`src/rtl/traffic_phase_sequencer.sv`:
```
// traffic_phase_sequencer
// Three-aspect lamp sequencer (RED -> GREEN -> YELLOW) with programmable
// per-phase dwell counted in enabled ticks, and a pedestrian request path
// that can shorten GREEN and grants a walk interval on the next RED entry.

module traffic_phase_sequencer #(
    parameter int CNT_W        = 8,
    parameter int RED_TICKS    = 10,
    parameter int GREEN_TICKS  = 8,
    parameter int YELLOW_TICKS = 3,
    parameter int MIN_GREEN    = 2
) (
    input  logic             clock,
    input  logic             reset,
    input  logic             enable,
    input  logic             ped_req,
    output logic [2:0]       light,
    output logic             walk,
    output logic             ped_ack,
    output logic [CNT_W-1:0] phase_cnt
);

    typedef enum logic [1:0] {
        S_RED    = 2'b00,
        S_GREEN  = 2'b01,
        S_YELLOW = 2'b10
    } state_t;

    localparam logic [CNT_W-1:0] RED_LAST    = CNT_W'(RED_TICKS - 1);
    localparam logic [CNT_W-1:0] GREEN_LAST  = CNT_W'(GREEN_TICKS - 1);
    localparam logic [CNT_W-1:0] YELLOW_LAST = CNT_W'(YELLOW_TICKS - 1);
    localparam logic [CNT_W-1:0] MIN_G_LAST  = CNT_W'(MIN_GREEN - 1);

    state_t           state;
    logic [CNT_W-1:0] elapsed;
    logic             pending;
    logic             req_seen;
    logic             state_legal;

    // A request present this cycle counts as pending so it can act on the same edge.
    assign req_seen    = pending | ped_req;
    assign state_legal = (state == S_RED) || (state == S_GREEN) || (state == S_YELLOW);
    assign phase_cnt   = elapsed;

    // Decode the one-hot lamp code from the phase; unknown encodings show RED.
    always_comb begin
        light = 3'b100;
        case (state)
            S_RED:    light = 3'b100;
            S_GREEN:  light = 3'b010;
            S_YELLOW: light = 3'b001;
            default:  light = 3'b100;
        endcase
    end

    // Phase state machine, dwell counter, request latch and walk/ack outputs.
    always_ff @(posedge clock or posedge reset) begin
        if (reset) begin
            state   <= S_RED;
            elapsed <= '0;
            pending <= 1'b0;
            walk    <= 1'b0;
            ped_ack <= 1'b0;
        end else begin
            ped_ack <= 1'b0;
            if (ped_req) begin
                pending <= 1'b1;
            end
            // Illegal encodings recover even while frozen.
            if (enable || !state_legal) begin
                case (state)
                    S_RED: begin
                        if (elapsed == RED_LAST) begin
                            state   <= S_GREEN;
                            elapsed <= '0;
                            walk    <= 1'b0;
                        end else begin
                            elapsed <= elapsed + CNT_W'(1);
                        end
                    end
                    S_GREEN: begin
                        if ((elapsed == GREEN_LAST) ||
                            (req_seen && (elapsed >= MIN_G_LAST))) begin
                            state   <= S_YELLOW;
                            elapsed <= '0;
                        end else begin
                            elapsed <= elapsed + CNT_W'(1);
                        end
                    end
                    S_YELLOW: begin
                        if (elapsed == YELLOW_LAST) begin
                            // Serving edge: a request arriving now is absorbed by this ack.
                            state   <= S_RED;
                            elapsed <= '0;
                            pending <= 1'b0;
                            walk    <= req_seen;
                            ped_ack <= req_seen;
                        end else begin
                            elapsed <= elapsed + CNT_W'(1);
                        end
                    end
                    default: begin
                        state   <= S_RED;
                        elapsed <= '0;
                    end
                endcase
            end
        end
    end

endmodule

```
`config.mk`:
```
export PLATFORM = sky130hd
export DESIGN_NAME = traffic_phase_sequencer
export DESIGN_NICKNAME = d
export VERILOG_FILES = /design/src/rtl/traffic_phase_sequencer.sv
export SDC_FILE = /design/constraint.sdc
export NUM_CORES = 1
export LEC_CHECK = 0
export ABC_AREA = 1
export ABC_CLOCK_PERIOD_IN_PS = 2690
export CAP_MARGIN = 0
export CORE_MARGIN = 1
export CORE_UTILIZATION = 56
export DETAILED_ROUTE_END_ITERATION = 10
export PLACE_DENSITY = 0.86
export REMOVE_ABC_BUFFERS = 1
export SLEW_MARGIN = 5
export SYNTH_ARGS = -nofsm -noshare
export SYNTH_HDL_FRONTEND = slang
export SYNTH_SLANG_ARGS = --single-unit
export TNS_END_PERCENT = 30
```
`constraint.sdc`:
```
create_clock -name clock -period 2.69 [get_ports clock]
set_input_delay 0.538 -clock clock [delete_from_list [all_inputs] [get_ports clock]]
set_output_delay 0.538 -clock clock [all_outputs]
set_load 0.01 [all_outputs]
```
* Word level (Yosys, flattened, before mapping)
Index checks and enable logic that the tools add are counted.
** Cells by class
- Add/sub/neg operators :: 1
- $lt $le $gt $ge :: 1
- Equality and inequality tests :: 8
- Mux-type cells :: 19
- Bitwise logic cells :: 1
- Reduce and logical (&&, ||, !) cells :: 10
** Operators by type and width (number)
- two-way mux 8 bit :: 3
- one-hot mux 8 bit (3 select lines) :: 1
- two-way mux 1 bit :: 9
- adder 8 x 1 -> 8 bit, second input constant :: 1
- == test 8 x 2 -> 1 bit, second input constant :: 1
- == test 8 x 3 -> 1 bit, second input constant :: 1
- == test 8 x 4 -> 1 bit, second input constant :: 1
- >= comparator 8 x 1 -> 1 bit, second input constant :: 1
- AND reduction 4 bit :: 2
- two-way mux 2 bit :: 3
- inequality test 2 x 1 -> 1 bit, second input constant :: 3
- one-hot mux 2 bit (3 select lines) :: 1
- one-hot mux 3 bit (2 select lines) :: 1
- logical OR 1 bit :: 4
- == test 2 x 1 -> 1 bit, second input constant :: 1
- == test 2 bit, second input constant :: 1
- logical NOT 2 bit :: 1
- one-hot mux 1 bit (2 select lines) :: 1
- nonzero test 2 bit :: 1
- logical AND 1 bit :: 1
- logical NOT 1 bit :: 1
- OR 1 bit :: 1
** Storage, ports and cells
- Bits in registers :: 13

* Logic depth before layout (Yosys ltp)
- Depth after elaboration :: 6
- Depth in mapped cells :: 11
- Gate-level depth less buffers :: 11

* Worst setup path after synthesis
Ideal clock, no wire load.
- Path type :: reg2reg
- From :: reg elapsed[0] (netlist: phase_cnt[0])
- To :: reg state[0]
- Library setup time :: 0.117 ns
- Data arrival time :: 1.295 ns
- Setup slack :: 1.279 ns
- Stages on the path, launching flop included :: 10
- Cell sequence :: dfrtp_1 inv_1 ha_1 nand3_2 nor2_4 nor2_4 nor2_4 nand2_2 nand2_1 nand2_1
** Between the ends
- Word-level cells in the longest chain between the ends :: 5
- Elaborated cells on any way between the ends :: 10
** RTL lines
- from (decl) :: RTL line 35 : logic [CNT_W-1:0] elapsed;
- from (signal assigned) :: RTL line 78 : elapsed <= elapsed + CNT_W'(1);
- from (signal assigned) :: RTL line 87 : elapsed <= elapsed + CNT_W'(1);
- from (signal assigned) :: RTL line 99 : elapsed <= elapsed + CNT_W'(1);
- >= comparator 8 x 1 -> 1 bit :: RTL line 83 : (req_seen && (elapsed >= MIN_G_LAST))) begin
- logical AND 1 bit :: RTL line 83
- logical OR 1 bit :: RTL line 82 : if ((elapsed == GREEN_LAST) ||
- inequality test 2 x 1 -> 1 bit (no line)
- AND reduction 4 bit (no line) (*)
- to (signal assigned) :: RTL line 84 : state <= S_YELLOW;
- to (signal assigned) :: RTL line 93 : state <= S_RED;
- to (signal assigned) :: RTL line 103 : state <= S_RED;
- to (decl) :: RTL line 34 : state_t state;
Every way passes the cells marked *; elsewhere a longest branch is shown, timed or not.
A chain may end at the register's enable or synchronous reset.

* Worst setup path after layout
- From :: reg state[0]
- To :: out light[2]
** Between the ends
- Word-level cells in the longest chain between the ends :: 2
- Elaborated cells on any way between the ends :: 3
** RTL lines
- from (signal assigned) :: RTL line 59 : state <= S_RED;
- from (signal assigned) :: RTL line 74 : state <= S_GREEN;
- from (signal assigned) :: RTL line 84
- == test 2 bit or == test 2 x 1 -> 1 bit (tied branches) :: RTL line 48 : case (state)
- one-hot mux 3 bit (2 select lines) (*) :: RTL line 48
- to (decl) :: RTL line 17 : output logic [2:0] light,
Marks and branches as above.

==> impl_metrics.yaml <==
route:
  avgViaCountPerCell: 4.83
  drcViolationCount: 0
  vias: 830
  firstDrtPassIters: 4
  routed_wl_um: 1900
  drt_iter0_drc: 18
  ant_nets: 0
  wl_per_cell_um: 11.1
cells_and_area:
  ff_latch_area_um2: 325
  final_area_um2: 1210
  final_cell_mix: "nand2_1 (36), inv_1 (18), clkdlybuf4s50_1 (16), nand3_1 (15), dfrtp_1 (13)"
  multiInputGateArea_um2: 586
  syn2layout_area_growth_pct: 20.5
  n_fill_cell: 120
  nets: 162
  stdcell_count: 172
  final_common_cell: "nand2_1"
  antenna_cells: 0
  drive_gt1_share_pct: 17.6
placed_design:
  dp_hpwl_um: 1450
  dp_cells: 168
  io_buffers: 16
  gp_congestion: 0.795
  dpl_cell_area_um2: 1180
min_path:
  hold_path_class: "reg -> reg"
  hold-path-endpoint: "walk"
  hold_depth: 2
  hold_start: "walk"
status:
  outcome: "completed"
synth:
  syn_inst: 129
  yosysSeqAreaShare_pct: 32.5
  yosysWarningCount: 0
  syn_area_um2: 1000
  syn_avg_cell_area_um2: 7.76
  synth.ff_latch_count: 13
  synth_cell_type_count: 18
power:
  switching_share_pct: 45.8
  ir_drop_mv: 0.589
  p_comb_share_pct: 57.6
  p_leak_uw: 0.000628
  switchingPower_uw: 465
  p_seq_share_pct: 30.1
  p_int_uw: 551
  clkPwrFrac_pct: 12.3
  powerDensity_nw_per_um2: 842
critical_path:
  cp_slowest_cell: "clkdlybuf4s50_1"
  cpLargestDelayFamily: "buffers and inverters"
  worst-path-buf-inv: 3
  rr_startpoint: "state[0]"
  r2r_slack_ns: 1.08
  critPathKind: "reg -> out"
  required_ns: 2.15
  crit_top_cell: "inv_1"
  start_kind: "flip-flop"
  reg2regPathDepth: 8
  reg2reg_to: "state[0]"
  crit_arrival_ns: 1.72
  cpPeakStageDelay_ns: 0.52
  crit_path_end_kind: "output pin"
  crit_path_cell_trace: "inv_1 -> ha_1 -> inv_1 -> clkdlybuf4s50_1"
  cp_max_fo: 5
global_routing:
  grtUsageMet3_pct: 3.67
  overflow: 0
  met1_usage_pct: 28.4
  grt_max_degree: 14
  grt.met2_usage_pct: 37.1
  top_usage_layer: "met2"
  grt_pass1_vias: 735
  grt_antenna_before_repair: 0
  grt_first_pass_wirelength_um: 3120
  grt_use_total_pct: 22.2
sta:
  fin_crit_sh_pct: 83.9
  worst_pin_slew_ns: 0.525
  timing.hold.ws_ns: 0.479
  rsz0062_at_grt: "no"
  finalCriticalPeriod_ns: 2.26
  max_slew_margin_pct: 64.9
  fin_tns_setup_ns: 0
  fmax_mhz: 443
  slew_viol_final: 0
  hold_viol_final: 0
  finClkSkew_ns: 0.00139
  setup_viol: 0
floorplanning:
  ios: 17
  std_cell_rows: 14
  start_util_pct: 62.8
  core-area_um2: 1590
  die_area_um2: 1960
  die_h_um: 44.3
  die_x_um: 44.3
cts:
  htreeDepth: 1
  post-cts-setup-buffers: 0
  clk_pin_slew_ns: 0.08
  cts_tree: "done"
  postCtsHoldBufs: 0
  cts_num_sinks: 13
  root_buffer: "clkbuf_4"
  numCtsBuffers: 3
  clk_latency_ns: 0.28
  clk_path_buf_depth: 2
  post_cts_resized: 0
run:
  maxCapViolCount: 0
[synth_stat cells, drive strengths merged]
master,number,area [um2]
nand2,42,183
nor2,18,128
o21ai,1,8.76
nand3,18,105
xnor2,1,8.76
ha,9,113
inv,21,78.8
buf,1,11.3
a31oi,1,6.26
dfrtp,13,325
xor2,3,26.3
o21bai,1,7.51
[final cells by class]
type | instances | share of cell area, %
flip-flops and latches | 13 | 27.0
inverters | 21 | 6.54
multi-input cells | 94 | 48.5
repair buffers | 16 | 13.3
clock buffers | 4 | 2.18
well taps | 24 | 2.49
[layer usage]
metal	up-vias	share of wire, %
met3	5	3.4
met5	-	0
li1	433	-
met4	0	1.9
met1	377	46
met2	15	48
[worst min-delay path: stages, from the launching register on]
cell and delay, ns:
dfrtp_1 0.35, nand2_1 0.05, nand2_1 0.05
[stage by stage]
| step | total power (uW) | setup slack [ns] | utilization [%] |
|---|---|---|---|
| after floorplan | 697 | 1.28 | - |
| after global placement | 869 | 0.836 | 74.0 |
| after detailed placement | 892 | 0.778 | 74.0 |
| after CTS | 1020 | 0.457 | 75.7 |
| after global routing | 1090 | 0.398 | 75.7 |
| final | 1020 | 0.433 | 75.7 |
[power by group through the flow]
| stage | registers [uW] | clock network [uW] | logic (uW) |
|---|---|---|---|
| detailed placement | 308 | 0 | 583 |
| global route | 313 | 131 | 642 |
| global placement | 305 | 0 | 563 |
| CTS | 305 | 128 | 589 |
| floorplan | 311 | 0 | 386 |
| finish | 306 | 125 | 585 |
[logic make-up after synthesis]
group,count (synthesis),share of synthesized area (%)
adder cells (fa/ha/maj),9,11.3
AO/OA/AOI/OAI,3,2.25
flip-flops,13,32.5
XOR/XNOR,4,3.50
AND/OR/NAND/NOR,78,41.5
buffers and inverters,22,9.00
[worst max path at each step]
stage                 start        to  slack, ns  cells past startpoint
6_report           state[0]  light[2]       0.43                      4
4_1_cts            state[0]  light[2]       0.46                      4
5_1_grt            state[0]  light[2]       0.40                      4
3_3_place_gp         enable  state[1]       0.84                      7
2_1_floorplan  phase_cnt[0]  state[0]       1.28                      9
3_5_place_dp       state[1]  light[2]       0.78                      4
[flip-flops by register name (all words and copies together), names as in the netlist]
| register | flops |
|---|---|
| phase_cnt | 8 |
| state | 2 |
| ped_ack | 1 |
| pending | 1 |
| walk | 1 |
No activity file was read; power rests on OpenSTA's default activity.
